$ cat src/rtl/instr_fetch_if.sv
// Bus between the fetch stage and its surroundings: decode-side control,
// synchronous instruction memory, and the IF/ID outputs presented to decode.
interface instr_fetch_if #(
   parameter int AW = 16
);
   logic          stall;
   logic          br_taken;
   logic [AW-1:0] br_target;
   logic          imem_en;
   logic [AW-2:0] imem_addr;
   logic [15:0]   imem_rdata;
   logic [15:0]   instr_id;
   logic [AW-1:0] pc_id;
   logic          valid_id;

   modport master (
      input  stall, br_taken, br_target, imem_rdata,
      output imem_en, imem_addr, instr_id, pc_id, valid_id
   );

   modport slave (
      output stall, br_taken, br_target, imem_rdata,
      input  imem_en, imem_addr, instr_id, pc_id, valid_id
   );
endinterface

$ cat src/rtl/instr_fetch.sv
// Thumb fetch stage plus IF/ID register: PC, one in-flight memory read, a one-entry
// skid buffer that catches read data returning during a stall, and branch squashing.
module instr_fetch #(
   parameter int          AW        = 16,
   parameter logic [AW-1:0] RESET_PC  = '0,
   parameter logic [15:0] NOP_INSTR = 16'hBF00
) (
   input  logic          clk,
   input  logic          reset_n,
   instr_fetch_if.master fetchBus
);

   logic [AW-1:0] pc_q, pc_d;
   logic          fqValid_q, fqValid_d;
   logic [AW-1:0] fqPc_q, fqPc_d;
   logic          skidValid_q, skidValid_d;
   logic [15:0]   skidData_q, skidData_d;
   logic [AW-1:0] skidPc_q, skidPc_d;
   logic [15:0]   instrId_q, instrId_d;
   logic [AW-1:0] pcId_q, pcId_d;
   logic          validId_q, validId_d;

   logic          issue;
   logic [AW-1:0] brTargetAligned;

   assign issue           = reset_n & ~fetchBus.stall & ~fetchBus.br_taken;
   // Bit 0 of a BX target is the Thumb state bit, never part of the address.
   assign brTargetAligned = fetchBus.br_target & ~{{(AW-1){1'b0}}, 1'b1};

   assign fetchBus.imem_en   = issue;
   assign fetchBus.imem_addr = pc_q[AW-1:1];
   assign fetchBus.instr_id  = instrId_q;
   assign fetchBus.pc_id     = pcId_q;
   assign fetchBus.valid_id  = validId_q;

   always_comb begin
      pc_d        = pc_q;
      fqValid_d   = 1'b0;
      fqPc_d      = fqPc_q;
      skidValid_d = skidValid_q;
      skidData_d  = skidData_q;
      skidPc_d    = skidPc_q;
      instrId_d   = instrId_q;
      pcId_d      = pcId_q;
      validId_d   = validId_q;

      if (fetchBus.br_taken) begin
         pc_d        = brTargetAligned;
         instrId_d   = NOP_INSTR;
         validId_d   = 1'b0;
         skidValid_d = 1'b0;
      end else if (fetchBus.stall) begin
         // Data for the read already in flight must be parked, the memory won't hold it.
         if (fqValid_q) begin
            skidData_d  = fetchBus.imem_rdata;
            skidPc_d    = fqPc_q;
            skidValid_d = 1'b1;
         end
      end else begin
         pc_d      = pc_q + AW'(2);
         fqValid_d = 1'b1;
         fqPc_d    = pc_q;
         if (skidValid_q) begin
            instrId_d   = skidData_q;
            pcId_d      = skidPc_q;
            validId_d   = 1'b1;
            skidValid_d = 1'b0;
         end else if (fqValid_q) begin
            instrId_d = fetchBus.imem_rdata;
            pcId_d    = fqPc_q;
            validId_d = 1'b1;
         end else begin
            instrId_d = NOP_INSTR;
            validId_d = 1'b0;
         end
      end
   end

   always_ff @(posedge clk) begin
      if (!reset_n) begin
         pc_q        <= RESET_PC;
         fqValid_q   <= 1'b0;
         fqPc_q      <= '0;
         skidValid_q <= 1'b0;
         skidData_q  <= NOP_INSTR;
         skidPc_q    <= '0;
         instrId_q   <= NOP_INSTR;
         pcId_q      <= '0;
         validId_q   <= 1'b0;
      end else begin
         pc_q        <= pc_d;
         fqValid_q   <= fqValid_d;
         fqPc_q      <= fqPc_d;
         skidValid_q <= skidValid_d;
         skidData_q  <= skidData_d;
         skidPc_q    <= skidPc_d;
         instrId_q   <= instrId_d;
         pcId_q      <= pcId_d;
         validId_q   <= validId_d;
      end
   end

endmodule

$ cat src/flat_wrapper.sv
// flat-port wrapper written by rule: the top's interface ports become plain ports
module instr_fetch_flat 
#(
   parameter int          AW        = 16,
   parameter logic [AW-1:0] RESET_PC  = '0,
   parameter logic [15:0] NOP_INSTR = 16'hBF00
)
  (clk, reset_n, fetchBus_stall, fetchBus_br_taken, fetchBus_br_target, fetchBus_imem_rdata, fetchBus_imem_en, fetchBus_imem_addr, fetchBus_instr_id, fetchBus_pc_id, fetchBus_valid_id);
  instr_fetch_if #(.AW(AW)) fetchBus_i ();
  input  logic clk;
  input  logic reset_n;
  input wire logic [$bits(fetchBus_i.stall)-1:0] fetchBus_stall;
  input wire logic [$bits(fetchBus_i.br_taken)-1:0] fetchBus_br_taken;
  input wire logic [$bits(fetchBus_i.br_target)-1:0] fetchBus_br_target;
  input wire logic [$bits(fetchBus_i.imem_rdata)-1:0] fetchBus_imem_rdata;
  output wire logic [$bits(fetchBus_i.imem_en)-1:0] fetchBus_imem_en;
  output wire logic [$bits(fetchBus_i.imem_addr)-1:0] fetchBus_imem_addr;
  output wire logic [$bits(fetchBus_i.instr_id)-1:0] fetchBus_instr_id;
  output wire logic [$bits(fetchBus_i.pc_id)-1:0] fetchBus_pc_id;
  output wire logic [$bits(fetchBus_i.valid_id)-1:0] fetchBus_valid_id;
  assign fetchBus_i.stall = fetchBus_stall;
  assign fetchBus_i.br_taken = fetchBus_br_taken;
  assign fetchBus_i.br_target = fetchBus_br_target;
  assign fetchBus_i.imem_rdata = fetchBus_imem_rdata;
  assign fetchBus_imem_en = fetchBus_i.imem_en;
  assign fetchBus_imem_addr = fetchBus_i.imem_addr;
  assign fetchBus_instr_id = fetchBus_i.instr_id;
  assign fetchBus_pc_id = fetchBus_i.pc_id;
  assign fetchBus_valid_id = fetchBus_i.valid_id;
  instr_fetch #(.AW(AW), .RESET_PC(RESET_PC), .NOP_INSTR(NOP_INSTR)) u_core (.clk(clk), .reset_n(reset_n), .fetchBus(fetchBus_i));
endmodule
$ cat config.mk
export PLATFORM = sky130hd
export DESIGN_NAME = instr_fetch_flat
export DESIGN_NICKNAME = d
export VERILOG_FILES = /design/src/rtl/instr_fetch_if.sv /design/src/rtl/instr_fetch.sv /design/src/flat_wrapper.sv
export SDC_FILE = /design/constraint.sdc
export NUM_CORES = 1
export LEC_CHECK = 0
export BUFFER_PORTS_ARGS = -buffer_cell sky130_fd_sc_hd__buf_2
export CAP_MARGIN = 5
export CORE_MARGIN = 1.5
export CORE_UTILIZATION = 40
export DETAILED_ROUTE_END_ITERATION = 6
export HOLD_SLACK_MARGIN = 0.15
export PLACE_DENSITY = 0.68
export SLEW_MARGIN = 10
export SYNTH_ARGS = -nofsm -noshare
export SYNTH_HDL_FRONTEND = slang
export SYNTH_SLANG_ARGS = --single-unit
$ cat constraint.sdc
create_clock -name clk -period 1.3 [get_ports clk]
set_input_delay 0.13 -clock clk [delete_from_list [all_inputs] [get_ports clk]]
set_output_delay 0.13 -clock clk [all_outputs]
set_load 0.01 [all_outputs]
==> summary.md <==
| Metric | Value |
|---|---|
| Post-DRT Antenna Nets | `0` |
| Met1 WL | `4610 um` |
| Area grow syn2layout | `30.2%` |
| Sequential area share after synthesis | `0.466` |
| Max Used Layer | `met4` |
| Clock transition at path regs | `0.09 ns` |
| Min-Delay Path Class | `in2reg` |
| FF+latch count, synth | `95` |
| Failing checks | `negative setup slack` |
| Starting DRT DRC Count | `173` |
| Vias in the first global route | `3245` |
| # H-tree levels | `3` |
| Required time of the worst setup path | `1.56 ns` |
| Drt pass-1 iters | `4` |
| Yosys top cell by area | `dfxtp_1` |
| Final Setup Violations | `1` |
| Pwr dens | `1000 mW/mm^2` |
| Nets | `628` |
| Final Max Tran Viols | `0` |
| TritonCTS Buffers | `9` |
| Commonest cells post-synth | `117 x nand2_1, 95 x dfxtp_1, 39 x a21boi_0` |
| Fill count | `916` |
| Gr usage total | `0.172` |
| Max-capacitance violation count | `0` |
| Clock sink count | `95` |
| Worst setup margin | `-0.00749 ns` |
| Syn nets | `509` |
| Largest net degree at the start of global routing | `58` |
| Die area | `0.0108 sq mm` |
| Post-Synthesis Cells | `472` |
| Area contributors post-synth | `dfxtp_1 47%, nand2_1 11%, a21boi_0 7.2%` |
| Core area | `0.00982 sq mm` |
| Rows | `36` |
| Area fraction of the dominant cell type after synthesis | `0.466` |
| Max Fclk | `0.765 GHz` |
| Critical path capture point type | `register` |
| Initial antenna violation count | `0` |
| Routability Congestion | `0.808` |
| Vias | `3566` |
| DR WL/cell | `12.8 um` |
| Post-synth EDFFs | `0` |
| Metal3 WL | `380 um` |
| Most common cell in the netlist | `nand2_1` |
| Area of the multi-input gates | `0.00199 sq mm` |
| Ports | `85` |
| FFs w/ async S/R, synth | `0` |
| Die X | `104 um` |
| RSZ-0062 raised after global routing | `yes` |
| CTS tree | `done` |
| Drc violations | `0` |
| Period utilization | `1.01` |
| Clk Latency, worst-skew pair | `0.35 ns` |
| P_leak | `2.27 nW` |
| Final Power | `5.33 mW` |
| Peak supply drop | `0.531 mV` |
| DR vias/cell | `4.89` |
| Synth warnings | `0` |
| Critical path fanouts, max | `2` |
| Final Skew | `0.00683 ns` |
| Layout cells sized above 1 | `0.255` |
| Mapped cell area | `0.00408 sq mm` |
| R2R setup slack | `-0.007 ns` |
| Die Ht | `104 um` |
| Worst r2r path cells | `4` |
| Worst setup SP type | `register` |
| Final Util | `0.541` |
| DR WL met2 | `4230 um` |
| Fin crit period | `1.31 ns` |
| Dpl hpwl | `6290 um` |
| FF+latch area | `0.00194 sq mm` |
| Hold Path Depth | `4` |
| Clk root buf | `clkbuf_8` |
| Kind of critical path | `reg2reg` |
| First-pass GRT wire length | `15300 um` |
| Main synth FF type | `dfxtp_1` |
| Final wirelength | `9320 um` |
| Status | `finished, violations left` |
| Post-synth cell types | `38` |
| Initial core utilization | `0.416` |
| Final hold vios | `0` |
| Post-Syn Area per Cell | `8.65 sq um` |
| Critical Path AT | `1.56 ns` |
| Port bufs | `82` |
| ANT cells | `0` |
| Max Buffers Root-to-Sink | `2` |
| Congestion Overflow GR | `0` |
flip-flops by register name, summed over array words and instances, names as in the netlist:
signal,count
u_core.fetchBus.instr_id,16
u_core.skidData_q,16
u_core.fetchBus.pc_id,15
u_core.fqPc_q,15
u_core.pc_q,15
u_core.skidPc_q,15
u_core.fetchBus.valid_id,1
u_core.fqValid_q,1
u_core.skidValid_q,1
final timing paths:
check | start | to
hold reg to reg | u_core.fetchBus.instr_id[9] | u_core.fetchBus.instr_id[9]
setup / recovery | u_core.pc_q[7] | u_core.pc_q[15]
setup reg to reg | u_core.pc_q[7] | u_core.pc_q[15]
hold / removal | fetchBus_br_taken | u_core.pc_q[13]
what timing repair did:
action	in CTS	in global routing
setup buffers	1	0
pin swaps	1	5
gates cloned	0	0
resized for setup	2	11
hold buffers	32	0
endpoints found under the setup margin	7	24
endpoints found under the hold margin	34	0
area by class of cell:
cell class / count / share of cell area
clock buffer: 13 / 0.0261
clock inverter: 3 / 0.00353
inverter: 9 / 0.00635
multi-input combinational: 328 / 0.374
sequential: 95 / 0.364
tap: 133 / 0.0313
timing repair buffer: 148 / 0.194
routing by layer:
| layer | track usage | up-vias |
|---|---|---|
| met5 | 0 | - |
| met3 | 0.0351 | 7 |
| li1 | - | 1853 |
| met1 | 0.232 | 1635 |
| met4 | 0.0595 | 0 |
| met2 | 0.272 | 71 |
cells by family after synthesis:
kind of cell	share of synthesized area
other	0.000919
XOR/XNOR	0.0279
buffers and inverters	0.0561
AO/OA/AOI/OAI	0.208
multiplexers	0.0392
adder cells (fa/ha/maj)	0.00306
flip-flops	0.466
AND/OR/NAND/NOR	0.199
critical path, cell delays in order (launching register included):
cell and delay (ns):
dfxtp_4 0.35, and4_4 0.23, nand2_2 0.05, o311a_1 0.32, a221o_1 0.25
metrics by stage:
step	cell area [sq um]	setup TNS, ns	std cells	worst slack, ns	hold slack [ns]
finish	5320	-0.00749	729	-0.00749	0.235
global route	5320	-0.176	729	-0.0415	0.250
CTS	5280	-0.0577	729	-0.0243	0.217
detailed placement	4790	-0.161	680	-0.0549	0.377
global placement	4790	-0.0511	680	-0.0511	0.371
floorplan	4130	-0.0342	472	-0.0342	0.269
cell usage in the layout (no fill, tap or decap), drive strengths merged, types with 8 or more instances in the layout:
master	synthesis	final
nand2	117	117
buf	17	116
dfxtp	95	95
a21boi	39	39
dlygate4sd3	0	32
a21oi	22	22
nor2	19	19
mux2i	16	16
o211a	15	15
o21ai	15	15
clkbuf	23	13
a221oi	10	10
inv	9	10
xnor2	8	8
where the power goes:
group	internal, mW	switching [mW]	total [mW]
clock	0.698	0.962	1.66
sequential	2.98	0.0599	3.04
combinational	0.317	0.312	0.630
total	4.00	1.33	5.33
Power figures use the tool's default switching activity.
